$ cat src/rtl/tennis_score_encoder_if.sv
// Point/new-match strobes in, segment image and match status out.
// The master modport drives the strobes and the slave modport drives the display and status.
interface tennis_score_encoder_if;
    logic        point_p1;
    logic        point_p2;
    logic        new_match;
    logic [55:0] C_Out;
    logic [7:0]  AN_Out;
    logic        match_over;
    logic        winner;

    modport master (
        output point_p1, point_p2, new_match,
        input  C_Out, AN_Out, match_over, winner
    );

    modport slave (
        input  point_p1, point_p2, new_match,
        output C_Out, AN_Out, match_over, winner
    );
endinterface

$ cat src/rtl/tennis_score_encoder.sv
// Tennis game/set scorekeeper rendering an 8-digit seven-segment image.
// The display registers trail the score state by one clock.
module tennis_score_encoder #(
    parameter int GAMES_WIN    = 6,
    parameter int BLINK_CYCLES = 25000000
) (
    input  logic                    clk,
    input  logic                    rst,
    tennis_score_encoder_if.slave   bus
);
    localparam int          CW     = (BLINK_CYCLES > 1) ? $clog2(BLINK_CYCLES) : 1;
    localparam logic [3:0]  GW4    = 4'(GAMES_WIN);
    localparam logic [3:0]  GW4P1  = 4'(GAMES_WIN + 1);
    localparam logic [CW-1:0] CNT_LAST = CW'(BLINK_CYCLES - 1);

    typedef enum logic [1:0] {
        ST_SCORE = 2'd0,
        ST_DEUCE = 2'd1,
        ST_ADV1  = 2'd2,
        ST_ADV2  = 2'd3
    } gstate_t;

    gstate_t       state_q, state_d;
    logic [1:0]    p1_pts_q, p1_pts_d, p2_pts_q, p2_pts_d;
    logic [2:0]    p1_games_q, p1_games_d, p2_games_q, p2_games_d;
    logic          match_over_q, match_over_d, winner_q, winner_d;
    logic [CW-1:0] blink_cnt_q, blink_cnt_d;
    logic          blink_ph_q, blink_ph_d;
    logic [55:0]   c_out_q, c_out_d;
    logic [7:0]    an_out_q, an_out_d;

    logic          win_s, scorer2_s;
    logic [2:0]    new_games_s, opp_games_s;
    logic [13:0]   f1_s, f2_s;

    function automatic logic [6:0] seg_digit(input logic [3:0] v);
        logic [6:0] s;
        case (v)
            4'd0:    s = 7'h3F;
            4'd1:    s = 7'h06;
            4'd2:    s = 7'h5B;
            4'd3:    s = 7'h4F;
            4'd4:    s = 7'h66;
            4'd5:    s = 7'h6D;
            4'd6:    s = 7'h7D;
            4'd7:    s = 7'h07;
            4'd8:    s = 7'h7F;
            4'd9:    s = 7'h6F;
            default: s = 7'h00;
        endcase
        return s;
    endfunction

    // Two-digit rendering of a regular point count: tens digit in the upper half.
    function automatic logic [13:0] pts_field(input logic [1:0] p);
        logic [13:0] f;
        case (p)
            2'd0:    f = {seg_digit(4'd0), seg_digit(4'd0)};
            2'd1:    f = {seg_digit(4'd1), seg_digit(4'd5)};
            2'd2:    f = {seg_digit(4'd3), seg_digit(4'd0)};
            2'd3:    f = {seg_digit(4'd4), seg_digit(4'd0)};
            default: f = 14'h0000;
        endcase
        return f;
    endfunction

    // Next-state: match restart, blink timing, point scoring and set detection.
    always_comb begin
        state_d      = state_q;
        p1_pts_d     = p1_pts_q;
        p2_pts_d     = p2_pts_q;
        p1_games_d   = p1_games_q;
        p2_games_d   = p2_games_q;
        match_over_d = match_over_q;
        winner_d     = winner_q;
        blink_cnt_d  = blink_cnt_q;
        blink_ph_d   = blink_ph_q;
        win_s        = 1'b0;
        scorer2_s    = bus.point_p2;
        new_games_s  = 3'd0;
        opp_games_s  = 3'd0;
        if (bus.new_match) begin
            state_d      = ST_SCORE;
            p1_pts_d     = 2'd0;
            p2_pts_d     = 2'd0;
            p1_games_d   = 3'd0;
            p2_games_d   = 3'd0;
            match_over_d = 1'b0;
            winner_d     = 1'b0;
            blink_cnt_d  = '0;
            blink_ph_d   = 1'b0;
        end else if (match_over_q) begin
            if (blink_cnt_q == CNT_LAST) begin
                blink_cnt_d = '0;
                blink_ph_d  = ~blink_ph_q;
            end else begin
                blink_cnt_d = blink_cnt_q + CW'(1);
            end
        end else if (bus.point_p1 ^ bus.point_p2) begin
            case (state_q)
                ST_SCORE: begin
                    if (scorer2_s) begin
                        if (p2_pts_q == 2'd3) begin
                            win_s = 1'b1;
                        end else if (p2_pts_q == 2'd2 && p1_pts_q == 2'd3) begin
                            state_d = ST_DEUCE;
                        end else begin
                            p2_pts_d = p2_pts_q + 2'd1;
                        end
                    end else begin
                        if (p1_pts_q == 2'd3) begin
                            win_s = 1'b1;
                        end else if (p1_pts_q == 2'd2 && p2_pts_q == 2'd3) begin
                            state_d = ST_DEUCE;
                        end else begin
                            p1_pts_d = p1_pts_q + 2'd1;
                        end
                    end
                end
                ST_DEUCE: state_d = scorer2_s ? ST_ADV2 : ST_ADV1;
                ST_ADV1:  begin
                    if (scorer2_s) begin
                        state_d = ST_DEUCE;
                    end else begin
                        win_s = 1'b1;
                    end
                end
                ST_ADV2:  begin
                    if (scorer2_s) begin
                        win_s = 1'b1;
                    end else begin
                        state_d = ST_DEUCE;
                    end
                end
                default:  state_d = ST_SCORE;
            endcase
            // Points are not needed outside SCORE, so any exit from SCORE clears them.
            if (win_s || state_d != ST_SCORE) begin
                p1_pts_d = 2'd0;
                p2_pts_d = 2'd0;
            end else begin
                state_d = ST_SCORE;
            end
            if (win_s) begin
                state_d     = ST_SCORE;
                new_games_s = scorer2_s ? (p2_games_q + 3'd1) : (p1_games_q + 3'd1);
                opp_games_s = scorer2_s ? p1_games_q : p2_games_q;
                if (scorer2_s) begin
                    p2_games_d = new_games_s;
                end else begin
                    p1_games_d = new_games_s;
                end
                if (({1'b0, new_games_s} >= GW4 && {1'b0, new_games_s} >= ({1'b0, opp_games_s} + 4'd2))
                    || {1'b0, new_games_s} == GW4P1) begin
                    match_over_d = 1'b1;
                    winner_d     = scorer2_s;
                end else begin
                    match_over_d = 1'b0;
                end
            end else begin
                match_over_d = match_over_q;
            end
        end else begin
            blink_cnt_d = '0;
            blink_ph_d  = 1'b0;
        end
    end

    // Display image from the current score; digit 7 is the leftmost.
    always_comb begin
        f1_s = pts_field(p1_pts_q);
        f2_s = pts_field(p2_pts_q);
        case (state_q)
            ST_SCORE: begin
                f1_s = pts_field(p1_pts_q);
                f2_s = pts_field(p2_pts_q);
            end
            ST_DEUCE: begin
                f1_s = {7'h5E, 7'h79};
                f2_s = {7'h5E, 7'h79};
            end
            ST_ADV1: begin
                f1_s = {7'h77, 7'h5E};
                f2_s = {7'h40, 7'h40};
            end
            ST_ADV2: begin
                f1_s = {7'h40, 7'h40};
                f2_s = {7'h77, 7'h5E};
            end
            default: begin
                f1_s = 14'h0000;
                f2_s = 14'h0000;
            end
        endcase
        c_out_d = {seg_digit({1'b0, p1_games_q}), f1_s, 7'h00,
                   seg_digit({1'b0, p2_games_q}), f2_s, 7'h00};
        an_out_d = 8'hEE;
        if (match_over_q && blink_ph_q) begin
            if (winner_q) begin
                an_out_d[3] = 1'b0;
            end else begin
                an_out_d[7] = 1'b0;
            end
        end else begin
            an_out_d = 8'hEE;
        end
    end

    // State and output registers with synchronous active-low reset.
    always_ff @(posedge clk) begin
        if (!rst) begin
            state_q      <= ST_SCORE;
            p1_pts_q     <= 2'd0;
            p2_pts_q     <= 2'd0;
            p1_games_q   <= 3'd0;
            p2_games_q   <= 3'd0;
            match_over_q <= 1'b0;
            winner_q     <= 1'b0;
            blink_cnt_q  <= '0;
            blink_ph_q   <= 1'b0;
            c_out_q      <= 56'h0;
            an_out_q     <= 8'h00;
        end else begin
            state_q      <= state_d;
            p1_pts_q     <= p1_pts_d;
            p2_pts_q     <= p2_pts_d;
            p1_games_q   <= p1_games_d;
            p2_games_q   <= p2_games_d;
            match_over_q <= match_over_d;
            winner_q     <= winner_d;
            blink_cnt_q  <= blink_cnt_d;
            blink_ph_q   <= blink_ph_d;
            c_out_q      <= c_out_d;
            an_out_q     <= an_out_d;
        end
    end

    assign bus.C_Out      = c_out_q;
    assign bus.AN_Out     = an_out_q;
    assign bus.match_over = match_over_q;
    assign bus.winner     = winner_q;
endmodule

$ cat src/flat_wrapper.sv
// flat-port wrapper written by rule: the top's interface ports become plain ports
module tennis_score_encoder_flat 
#(
    parameter int GAMES_WIN    = 6,
    parameter int BLINK_CYCLES = 25000000
)
  (clk, rst, bus_point_p1, bus_point_p2, bus_new_match, bus_C_Out, bus_AN_Out, bus_match_over, bus_winner);
  tennis_score_encoder_if bus_i ();
  input  logic clk;
  input  logic rst;
  input wire logic [$bits(bus_i.point_p1)-1:0] bus_point_p1;
  input wire logic [$bits(bus_i.point_p2)-1:0] bus_point_p2;
  input wire logic [$bits(bus_i.new_match)-1:0] bus_new_match;
  output wire logic [$bits(bus_i.C_Out)-1:0] bus_C_Out;
  output wire logic [$bits(bus_i.AN_Out)-1:0] bus_AN_Out;
  output wire logic [$bits(bus_i.match_over)-1:0] bus_match_over;
  output wire logic [$bits(bus_i.winner)-1:0] bus_winner;
  assign bus_i.point_p1 = bus_point_p1;
  assign bus_i.point_p2 = bus_point_p2;
  assign bus_i.new_match = bus_new_match;
  assign bus_C_Out = bus_i.C_Out;
  assign bus_AN_Out = bus_i.AN_Out;
  assign bus_match_over = bus_i.match_over;
  assign bus_winner = bus_i.winner;
  tennis_score_encoder #(.GAMES_WIN(GAMES_WIN), .BLINK_CYCLES(BLINK_CYCLES)) u_core (.clk(clk), .rst(rst), .bus(bus_i));
endmodule
$ cat config.mk
export PLATFORM = sky130hd
export DESIGN_NAME = tennis_score_encoder_flat
export DESIGN_NICKNAME = d
export VERILOG_FILES = /design/src/rtl/tennis_score_encoder_if.sv /design/src/rtl/tennis_score_encoder.sv /design/src/flat_wrapper.sv
export SDC_FILE = /design/constraint.sdc
export NUM_CORES = 1
export LEC_CHECK = 0
export BUFFER_PORTS_ARGS = -buffer_cell sky130_fd_sc_hd__buf_2
export CAP_MARGIN = 25
export CORE_ASPECT_RATIO = 0.6
export CORE_MARGIN = 8
export CORE_UTILIZATION = 45
export DETAILED_ROUTE_END_ITERATION = 16
export PLACE_DENSITY = 0.68
export SLEW_MARGIN = 40
export SYNTH_ARGS = -nofsm -noshare
export SYNTH_HDL_FRONTEND = slang
export SYNTH_SLANG_ARGS = --single-unit
$ cat constraint.sdc
create_clock -name clk -period 5.3 [get_ports clk]
set_clock_uncertainty 0.1 [all_clocks]
set_input_delay 1.06 -clock clk [delete_from_list [all_inputs] [get_ports clk]]
set_output_delay 1.06 -clock clk [all_outputs]
set_load 0.1 [all_outputs]
Word-level counts from Yosys, hierarchy flattened
Memory sizes are Yosys's and may differ from the RTL's. A register that Yosys moved wholly into a read port is not among the register bits.
Index checks and enable logic that the tools add are counted.
{"block": "word_totals", "ff_bits": 104, "mem_bits_ro": 112, "memories": 2}
{"block": "classes", "addsub": 6, "order_cmp": 2, "eq_ne": 18, "n_mux": 54, "bitwise": 5, "n_reduce_logical": 22}
{"name": "(no name shown)", "words": 8, "word_bits": 7, "read_ports": 1, "rd_clocked_by_memory_dff": 1, "write_ports": 0, "line": "tennis_score_encoder.sv:38", "rtl": "case (v)"}
{"name": "(no name shown)", "words": 8, "word_bits": 7, "read_ports": 1, "rd_clocked_by_memory_dff": 1, "write_ports": 0, "line": "tennis_score_encoder.sv:38"}
{"op": "$pmux W14 S4", "count": 4}
{"op": "$mux W25", "count": 3}
{"op": "$mux W2", "count": 22}
{"op": "$add A25 B1 Y25 const B", "count": 1}
{"op": "$eq A25 B25 Y1 const B", "count": 1}
{"op": "$mux W1", "count": 20}
{"op": "$eq A2 B2 Y1 const B", "count": 6}
{"op": "$reduce_and A4 Y1", "count": 3}
{"op": "$reduce_and A6 Y1", "count": 2}
{"op": "$ne A2 B2 Y1 const B", "count": 5}
{"op": "$pmux W2 S4", "count": 1}
{"op": "$mux W7", "count": 1}
{"op": "$add A3 B1 Y3 const B", "count": 2}
{"op": "$eq A2 B1 Y1 const B", "count": 3}
{"op": "$logic_not A2 Y1", "count": 3}
{"op": "$mux W3", "count": 2}
{"op": "$reduce_bool A2 Y1", "count": 3}
{"op": "$add A2 B1 Y2 const B", "count": 2}
{"op": "$add A3 B2 Y4 const B", "count": 1}
{"op": "$ge A3 B4 Y1", "count": 1}
{"op": "$logic_and A1 B1 Y1", "count": 4}
{"op": "$ne A2 B1 Y1 const B", "count": 2}
{"op": "$not A1 Y1", "count": 4}
{"op": "$reduce_and A2 Y1", "count": 2}
{"op": "other kinds (7)", "count": 9}

Logic depth before layout (Yosys ltp)
Gate-level depths: netlist of the first run.
{"block": "depth", "depth_word": 13, "ltp_mapped": 13, "ltp_nobuf": 11}

Worst setup path before layout of the first run
OpenSTA, ideal clock, no wires.
{"block": "synth_timing", "path_type": "input-to-reg", "from": "in bus_point_p2", "to": "reg u_core.winner_q (netlist: u_core.bus.winner)", "arrival_ns": 3.242, "required_time_ns": 5.129, "setup_slack_ns": 1.887, "stages": 13, "n_path_buf": 2, "cell_sequence": "buf_2 clkbuf_1 nand2_1 a21boi_0 inv_1 ha_1 xnor2_1 ha_1 nor2_1 nor3_1 a21oi_1 or4_1 a21oi_1"}
{"block": "synth_via", "elab_chain_cells": 6, "elab_cells_between_ends": 17}
{"element": "from (decl)", "line": "flat_wrapper.sv:12", "rtl": "input wire logic [$bits(bus_i.point_p2)-1:0] bus_point_p2;"}
{"element": "$mux W3, or another cell as far along", "line": "tennis_score_encoder.sv:147", "rtl": "opp_games_s = scorer2_s ? p1_games_q : p2_games_q;"}
{"element": "$add A3 B2 Y4 / $pmux W1 S3 (equally long branches)", "line": "tennis_score_encoder.sv:153, tennis_score_encoder.sv:100"}
{"element": "$ge A3 B4 Y1 / $mux W1 (equally long branches)", "line": "tennis_score_encoder.sv:153, tennis_score_encoder.sv:99"}
{"element": "$logic_and A1 B1 Y1 / $mux W1 (equally long branches)", "line": "tennis_score_encoder.sv:153, tennis_score_encoder.sv:92"}
{"element": "$logic_or A1 B1 Y1 / $mux W1 (equally long branches)", "line": "tennis_score_encoder.sv:154, tennis_score_encoder.sv:82"}
{"element": "$reduce_and A4 Y1 (no line)"}
{"element": "to (signal assigned)", "line": "tennis_score_encoder.sv:230", "rtl": "winner_q <= winner_d;"}
{"element": "to (decl)", "line": "tennis_score_encoder.sv:26", "rtl": "logic match_over_q, match_over_d, winner_q, winner_d;"}
Parallel ways exist; a longest one is shown, timed or not. The select of a mux whose other input is x is not followed.
A chain may end at the register's enable or synchronous reset.

Worst setup path in the final report of the first run
Ends and elaborated chain as after synthesis.

==> run summary, run 1 <==
Site Rows: 26
FF-to-FF setup slack: 2530 ps
worst slew pin tran: 781 ps
sequential share of the synthesized area: 38.9%
Detailed Routing Iterations Pass 1: 5
Sequential cell area: 0.00156 mm²
Die Outline Area: 0.0123 mm²
flip-flop and latch count after synthesis: 78
netlist area before placement: 0.00401 mm²
initial antenna violation count: 0
origin of the critical flop-to-flop path: u_core.p1_games_q[0]$_SDFFE_PP0P_
vias per cell: 5.42
routed wire length: 9290 µm
instance count of the mapped netlist: 465
buffer cell driving the clock tree root: sky130_fd_sc_hd__clkbuf_16
async set-reset flop share out of synthesis: 0%
total power: 1.60 mW
number of remaining DRC errors: 0
Total GRT Usage: 15.5%
overall overflow remaining after global route: 0
number of inserted filler cells in the final layout: 836
post-CTS setup buffers: 0
area share of the largest cell type after synthesis: 38.9%
mean instance size in the synthesized netlist: 8.63 µm²
endpoint class of the critical path: flip-flop
required time of the critical path: 5460 ps
relative max-transition margin: 47.9%
Floorplan Core Area: 0.00859 mm²
number of nets with antenna violations after detailed routing: 0
critical path launch point: bus_point_p2
CTS tree: done
leading post-synthesis cells by cell area: sky130_fd_sc_hd__dfxtp_1 (39%), sky130_fd_sc_hd__ha_1 (11%), sky130_fd_sc_hd__buf_4 (4.9%), sky130_fd_sc_hd__a21oi_1 (4.2%), sky130_fd_sc_hd__nor2_1 (4.2%)
Hold Vio Cnt, Final: 0
# clock sinks: 78
worst min-delay path category: reg2reg
critical path data arrival time: 3580 ps
number of global-route vias before repair: 3046
warning count from the yosys run: 0
TNS Setup: 0 ps
count of unique library cells instantiated by Yosys: 56
average wire length per cell after detail routing: 14.9 µm
count of max-cap constraint violations: 0
Pwr Density: 353 mW/mm²
maximum number of pins on one net before global-route repair: 24
leakage power of the design: 1.83 nW
fraction of layout instances using a drive strength above 1: 15.3%
maximum fanout along the worst path: 23
number of failing setup endpoints in the final timing report: 0
number of flops mapped to enable cells by yosys: 0
outcome: complete, no violations
crit share post-route: 64.6%
Critical Setup Path Class: in2reg
CP startpoint kind: input port
vias: 3373
clock insertion delay at the later pin of the skew report: 340 ps
IO Port Bufs: 54
count of pins over their slew limit: 0
commonest cells after routing, fill and taps aside: sky130_fd_sc_hd__dfxtp_1 (78), sky130_fd_sc_hd__buf_2 (54), sky130_fd_sc_hd__nor2_1 (45), sky130_fd_sc_hd__ha_1 (35), sky130_fd_sc_hd__a21oi_1 (34)
area growth from synthesis to final layout: 12.8%
CTS clock-pin slew for the worst setup and hold paths: 60 ps
wire length of the first global-routing pass: 15000 µm
predominant post-synthesis flop cell: sky130_fd_sc_hd__dfxtp_1
DRC marker count from the first detailed-route iteration: 285
multi-input combinational cell area: 0.00214 mm²
hold wc startpoint: u_core.blink_cnt_q[23]$_SDFFE_PP0N_
post-layout net count: 545
Max IR drop VDD: 0.000220 V
post-CTS resize count: 0
dominant cell type by area after synthesis: sky130_fd_sc_hd__dfxtp_1
number of buffers inserted by hold repair at cts: 0
number of levels the H-tree was split into: 3
cts bufs inserted: 9
n_diodes: 0
DIE HEIGHT: 89.2 µm
die outline width: 138 µm
placed wire-length estimate: 6790 µm
setup repair after global routing missed its margin: false
maximum clock path buffer count: 2
time the worst path needs with I/O delays and setup: 3420 ps
I/O pin cnt: 71
leading cell type in the layout, fill and taps excluded: sky130_fd_sc_hd__dfxtp_1
max frequency: 0.292 GHz
Placer Congestion: 0.879
Initial Utilization: 46.7%
[critical path: stages]
cell and delay, ps:
sky130_fd_sc_hd__buf_2 340, sky130_fd_sc_hd__inv_1 140, sky130_fd_sc_hd__a21boi_0 320, sky130_fd_sc_hd__inv_1 120
sky130_fd_sc_hd__ha_1 260, sky130_fd_sc_hd__xnor2_1 230, sky130_fd_sc_hd__ha_1 210, sky130_fd_sc_hd__nor2_1 50
sky130_fd_sc_hd__nor3_1 140, sky130_fd_sc_hd__a21oi_1 120, sky130_fd_sc_hd__or4_1 480, sky130_fd_sc_hd__a21oi_1 120
[flip-flops by register name (all words and copies together), names as in the netlist, 2 cells and up]
register	count
u_core.blink_cnt_q	25
u_core.bus.AN_Out	3
u_core.bus.C_Out	35
u_core.p1_games_q	3
u_core.p1_pts_q	2
u_core.p2_games_q	3
u_core.p2_pts_q	2
u_core.state_q	2
[through the flow]
step	cell area (µm²)	setup slack (ps)	cells	util (%)	hold slack [ps]
finish	4530	1880	622	52.7	395
global route	4530	1650	622	52.7	421
CTS	4530	1910	622	52.7	396
detailed placement	4240	1560	606	49.3	383
global placement	4240	1720	606	49.3	377
floorplan	4070	1890	480	-	344
[area by class of cell]
class / instances / share of cell area, %
Multi-Input combinational cell: 329 / 47.2
Sequential cell: 78 / 34.5
Timing Repair Buffer: 55 / 6.14
Clock buffer: 10 / 5.06
Tap cell: 112 / 3.10
Inverter: 32 / 2.65
Clock inverter: 6 / 1.38
[worst paths after layout]
kind | end | cells past startpoint
hold reg to reg | u_core.blink_cnt_q[23]$_SDFFE_PP0N_ | 1
setup reg to reg | u_core.bus.winner$_SDFFE_PP0P_ | 10
setup / recovery | u_core.bus.winner$_SDFFE_PP0P_ | 12
hold / removal | u_core.blink_cnt_q[23]$_SDFFE_PP0N_ | 1
[per-layer routing]
| metal | GRT usage (%) | share of wire (%) |
|---|---|---|
| met5 | 0 | 0 |
| met4 | 4.95 | 1.3 |
| met3 | 4.94 | 8.5 |
| met2 | 21.8 | 40 |
| met1 | 21.8 | 51 |
[Yosys cell counts (3+ instances only)]
master / instances
sky130_fd_sc_hd__nor2b_1: 4
sky130_fd_sc_hd__o21ai_0: 23
sky130_fd_sc_hd__or3_1: 6
sky130_fd_sc_hd__buf_2: 5
sky130_fd_sc_hd__and3_1: 5
sky130_fd_sc_hd__nor3_1: 6
sky130_fd_sc_hd__clkbuf_1: 10
sky130_fd_sc_hd__dfxtp_1: 78
sky130_fd_sc_hd__a21oi_1: 34
sky130_fd_sc_hd__nand3_1: 18
sky130_fd_sc_hd__buf_4: 26
sky130_fd_sc_hd__nand2_1: 27
sky130_fd_sc_hd__o31ai_1: 3
sky130_fd_sc_hd__nand4_1: 8
sky130_fd_sc_hd__nor4_1: 5
sky130_fd_sc_hd__xnor2_1: 10
sky130_fd_sc_hd__a211oi_1: 6
sky130_fd_sc_hd__nor2_1: 45
sky130_fd_sc_hd__ha_1: 35
sky130_fd_sc_hd__a41oi_1: 3
sky130_fd_sc_hd__nand2b_1: 10
sky130_fd_sc_hd__and4_1: 4
sky130_fd_sc_hd__inv_1: 32
sky130_fd_sc_hd__a31oi_1: 16
sky130_fd_sc_hd__xor2_1: 3
sky130_fd_sc_hd__mux2i_1: 5
[cell families (layout without fill, tap and decap cells)]
logic type / after synthesis / after routing / share of synthesized area [%]
AND/OR/NAND/NOR: 151 / 151 / 19.4
AO/OA/AOI/OAI: 109 / 109 / 17.2
flip-flops: 78 / 78 / 38.9
buffers and inverters: 73 / 103 / 9.41
adder cells (fa/ha/maj): 35 / 35 / 10.9
XOR/XNOR: 13 / 13 / 2.84
multiplexers: 5 / 5 / 1.25
other: 1 / 16 / 0.0934
[power by group]
part           internal (mW)  leakage, nW  switching (mW)
clock network          0.363        0.134           0.239
logic                 0.0483         1.05           0.322
registers              0.615        0.641          0.0111
total                   1.03         1.83           0.572
Power figures use the tool's default switching activity.
==> inputs of run 2 (changes only) <==
- ABC_AREA: not set -> 1
- clock period: 5.3 -> 3.2 ns (I/O delays scaled with it)
==> run summary, run 2 <==
Worst Path Buf+Inv: 3
number of global-route vias before repair: 3568
count of max-cap constraint violations: 0
max FFs per register: 35
async set-reset flop share out of synthesis: 0%
vias: 3953
Final Instance Count excl. Fillers: 780
leakage power of the design: 2.12 nW
routed wire length: 11000 µm
leading cell type in the layout, fill and taps excluded: sky130_fd_sc_hd__nand2_1
number of nets with antenna violations after detailed routing: 0
clock insertion delay at the later pin of the skew report: 340 ps
commonest cells after routing, fill and taps aside: sky130_fd_sc_hd__nand2_1 (115), sky130_fd_sc_hd__dfxtp_1 (78), sky130_fd_sc_hd__inv_1 (70), sky130_fd_sc_hd__a21oi_1 (57), sky130_fd_sc_hd__nor2_1 (55)
number of instances in the placed design: 764
FF-to-FF setup slack: 530 ps
post-layout net count: 685
outcome: complete, no violations
Cell Int Power: 1.84 mW
setup ws final: 532 ps
CP startpoint kind: flip-flop
crit share post-route: 83.4%
Pwr Density: 553 mW/mm²
count of pins over their slew limit: 0
dpl cell area: 0.00462 mm²
instance count of the mapped netlist: 601
DIE HEIGHT: 92.3 µm
cell depth of the worst flop-to-flop path: 15
maximum clock path buffer count: 2
Site Rows: 27
netlist area before placement: 0.00436 mm²
list of most frequent post-synthesis cells: sky130_fd_sc_hd__nand2_1 (115), sky130_fd_sc_hd__dfxtp_1 (78), sky130_fd_sc_hd__inv_1 (70), sky130_fd_sc_hd__a21oi_1 (57), sky130_fd_sc_hd__nor2_1 (55)
n_diodes: 0
logic depth of the worst setup path including buffers: 15
Die Outline Area: 0.0132 mm²
Initial Utilization: 46.9%
cts bufs inserted: 9
crit-path max cell delay: 330 ps
switching portion of total power: 32.9%
setup repair after global routing missed its margin: false
origin of the critical flop-to-flop path: u_core.p2_games_q[0]$_SDFFE_PP0P_
area share of the largest cell type after synthesis: 35.8%
critical path data arrival time: 2810 ps
max frequency: 0.375 GHz
number of remaining DRC errors: 0
total power: 2.74 mW
wire length of the first global-routing pass: 18000 µm
mean instance size in the synthesized netlist: 7.26 µm²
number of levels the H-tree was split into: 3
post-CTS resize count: 0
cell area after layout: 0.00496 mm²
warning count from the yosys run: 0
# clock sinks: 78
average wire length per cell after detail routing: 14.1 µm
flip-flop and latch count after synthesis: 78
time the worst path needs with I/O delays and setup: 2670 ps
CTS clock-pin slew for the worst setup and hold paths: 60 ps
overall overflow remaining after global route: 0
predominant post-synthesis flop cell: sky130_fd_sc_hd__dfxtp_1
die outline width: 143 µm
placed wire-length estimate: 8060 µm
endpoint class of the critical path: flip-flop
relative max-transition margin: 53.1%
cell type group with the largest total delay on the critical path: simple AND/OR/NAND/NOR gates
Hold Vio Cnt, Final: 0
Detailed Routing Iterations Pass 1: 5
area growth from synthesis to final layout: 13.7%
switching power: 0.904 mW
library cell with the highest instance count after synthesis: sky130_fd_sc_hd__nand2_1
Max IR drop VDD: 0.000283 V
part of the total power dissipated in sequential elements: 37.2%
initial antenna violation count: 0
number of flops mapped to enable cells by yosys: 0
leading post-synthesis cells by cell area: sky130_fd_sc_hd__dfxtp_1 (36%), sky130_fd_sc_hd__ha_1 (10%), sky130_fd_sc_hd__nand2_1 (9.9%), sky130_fd_sc_hd__a21oi_1 (6.5%), sky130_fd_sc_hd__inv_1 (6.0%)
number of buffers inserted by hold repair at cts: 0
worst min-delay path category: reg2reg
Critical-path top delay cell: sky130_fd_sc_hd__dfxtp_1
Total GRT Usage: 17.0%
post-CTS setup buffers: 0
vias per cell: 5.07
IO Port Bufs: 54
terminus of the critical flop-to-flop path: u_core.bus.winner$_SDFFE_PP0P_
worst slew pin tran: 697 ps
CTS tree: done
sequential share of the synthesized area: 35.8%
required time of the critical path: 3340 ps
buffer cell driving the clock tree root: sky130_fd_sc_hd__clkbuf_16
count of unique library cells instantiated by Yosys: 38
TNS Setup: 0 ps
combinational share of power: 20.4%
dominant cell type by area after synthesis: sky130_fd_sc_hd__dfxtp_1
I/O pin cnt: 71
list of cells traversed by the critical path: inv_1 > nand2_1 > o21ai_0 > inv_1 > ha_1 > or2_1 > and2_1 > ha_1 > a21boi_0 > o21ai_0 > nand2_1 > nand3_1 > nand2_1 > inv_1 > nor2_1
Critical Setup Path Class: reg2reg
proportion of power drawn by the clock network: 42.4%
DRC marker count from the first detailed-route iteration: 419
Placer Congestion: 0.978
number of failing setup endpoints in the final timing report: 0
critical path launch point: u_core.p2_games_q[0]$_SDFFE_PP0P_
Floorplan Core Area: 0.00929 mm²
worst slack at placement: 230 ps
endpoint of the most critical setup path: u_core.bus.winner$_SDFFE_PP0P_
fraction of layout instances using a drive strength above 1: 16.0%
maximum number of pins on one net before global-route repair: 29
maximum fanout along the worst path: 7
==> run 2: per-stage QoR <==
step | hold WS [ps] | utilization (%)
2_1_floorplan | 331 | -
3_3_place_gp | 377 | 49.7
3_5_place_dp | 383 | 49.7
4_1_cts | 392 | 53.4
5_1_grt | 399 | 53.4
6_report | 395 | 53.4
==> run 2: area by class of cell <==
class / count / area (µm²)
multi-input cells: 423 / 2310
clock inverters: 6 / 110
inverters: 73 / 274
flip-flops and latches: 78 / 1560
fillers: 877 / 4330
repair buffers: 60 / 315
clock buffers: 10 / 229
well taps: 130 / 163
==> run 2: per-layer routing <==
layer	wire [µm]	GRT usage, %
met4	83	4.22
met1	5420	24.1
met2	4450	24.2
met5	0	0
met3	1000	5.12
==> run 2: how the worst min path moves through the flow <==
stage,start,end,slack (ps),cells past startpoint
after global routing,rst,u_core.bus.AN_Out[5]$_DFF_P_,400,1
after CTS,u_core.blink_cnt_q[1]$_SDFFE_PP0N_,u_core.blink_cnt_q[1]$_SDFFE_PP0N_,390,2
after global placement,u_core.blink_cnt_q[1]$_SDFFE_PP0N_,u_core.blink_cnt_q[1]$_SDFFE_PP0N_,380,2
final,u_core.blink_cnt_q[1]$_SDFFE_PP0N_,u_core.blink_cnt_q[1]$_SDFFE_PP0N_,390,2
after floorplan,u_core.blink_ph_q$_SDFFE_PP0P_,u_core.bus.AN_Out[7]$_SDFF_PN0_,330,1
after detailed placement,u_core.blink_cnt_q[1]$_SDFFE_PP0N_,u_core.blink_cnt_q[1]$_SDFFE_PP0N_,380,2
==> run 2: kinds of logic (layout without fill, tap and decap cells) <==
logic type / after synthesis / after routing / share of synthesized area, %
buffers and inverters: 115 / 149 / 12.6
AOI/OAI and AO/OA: 89 / 89 / 10.6
xor gates and xnor gates: 9 / 9 / 1.81
and+or+nand+nor: 274 / 274 / 29.0
other: 1 / 16 / 0.0860
adders and majority gates: 35 / 35 / 10.0
DFF: 78 / 78 / 35.8
==> run 2: power by group through the flow <==
stage | registers (mW) | logic (mW) | clock network [mW]
6_report | 1.02 | 0.560 | 1.16
5_1_grt | 1.02 | 0.583 | 1.23
4_1_cts | 1.02 | 0.560 | 1.18
3_5_place_dp | 1.04 | 0.558 | 0
3_3_place_gp | 1.04 | 0.555 | 0
2_1_floorplan | 1.28 | 0.270 | 0
==> run 2: worst min-delay path, cell delays in order, from the launching register on <==
cell                      delay, ps
sky130_fd_sc_hd__dfxtp_1        330
sky130_fd_sc_hd__nand2_1         70
sky130_fd_sc_hd__a21oi_1         60
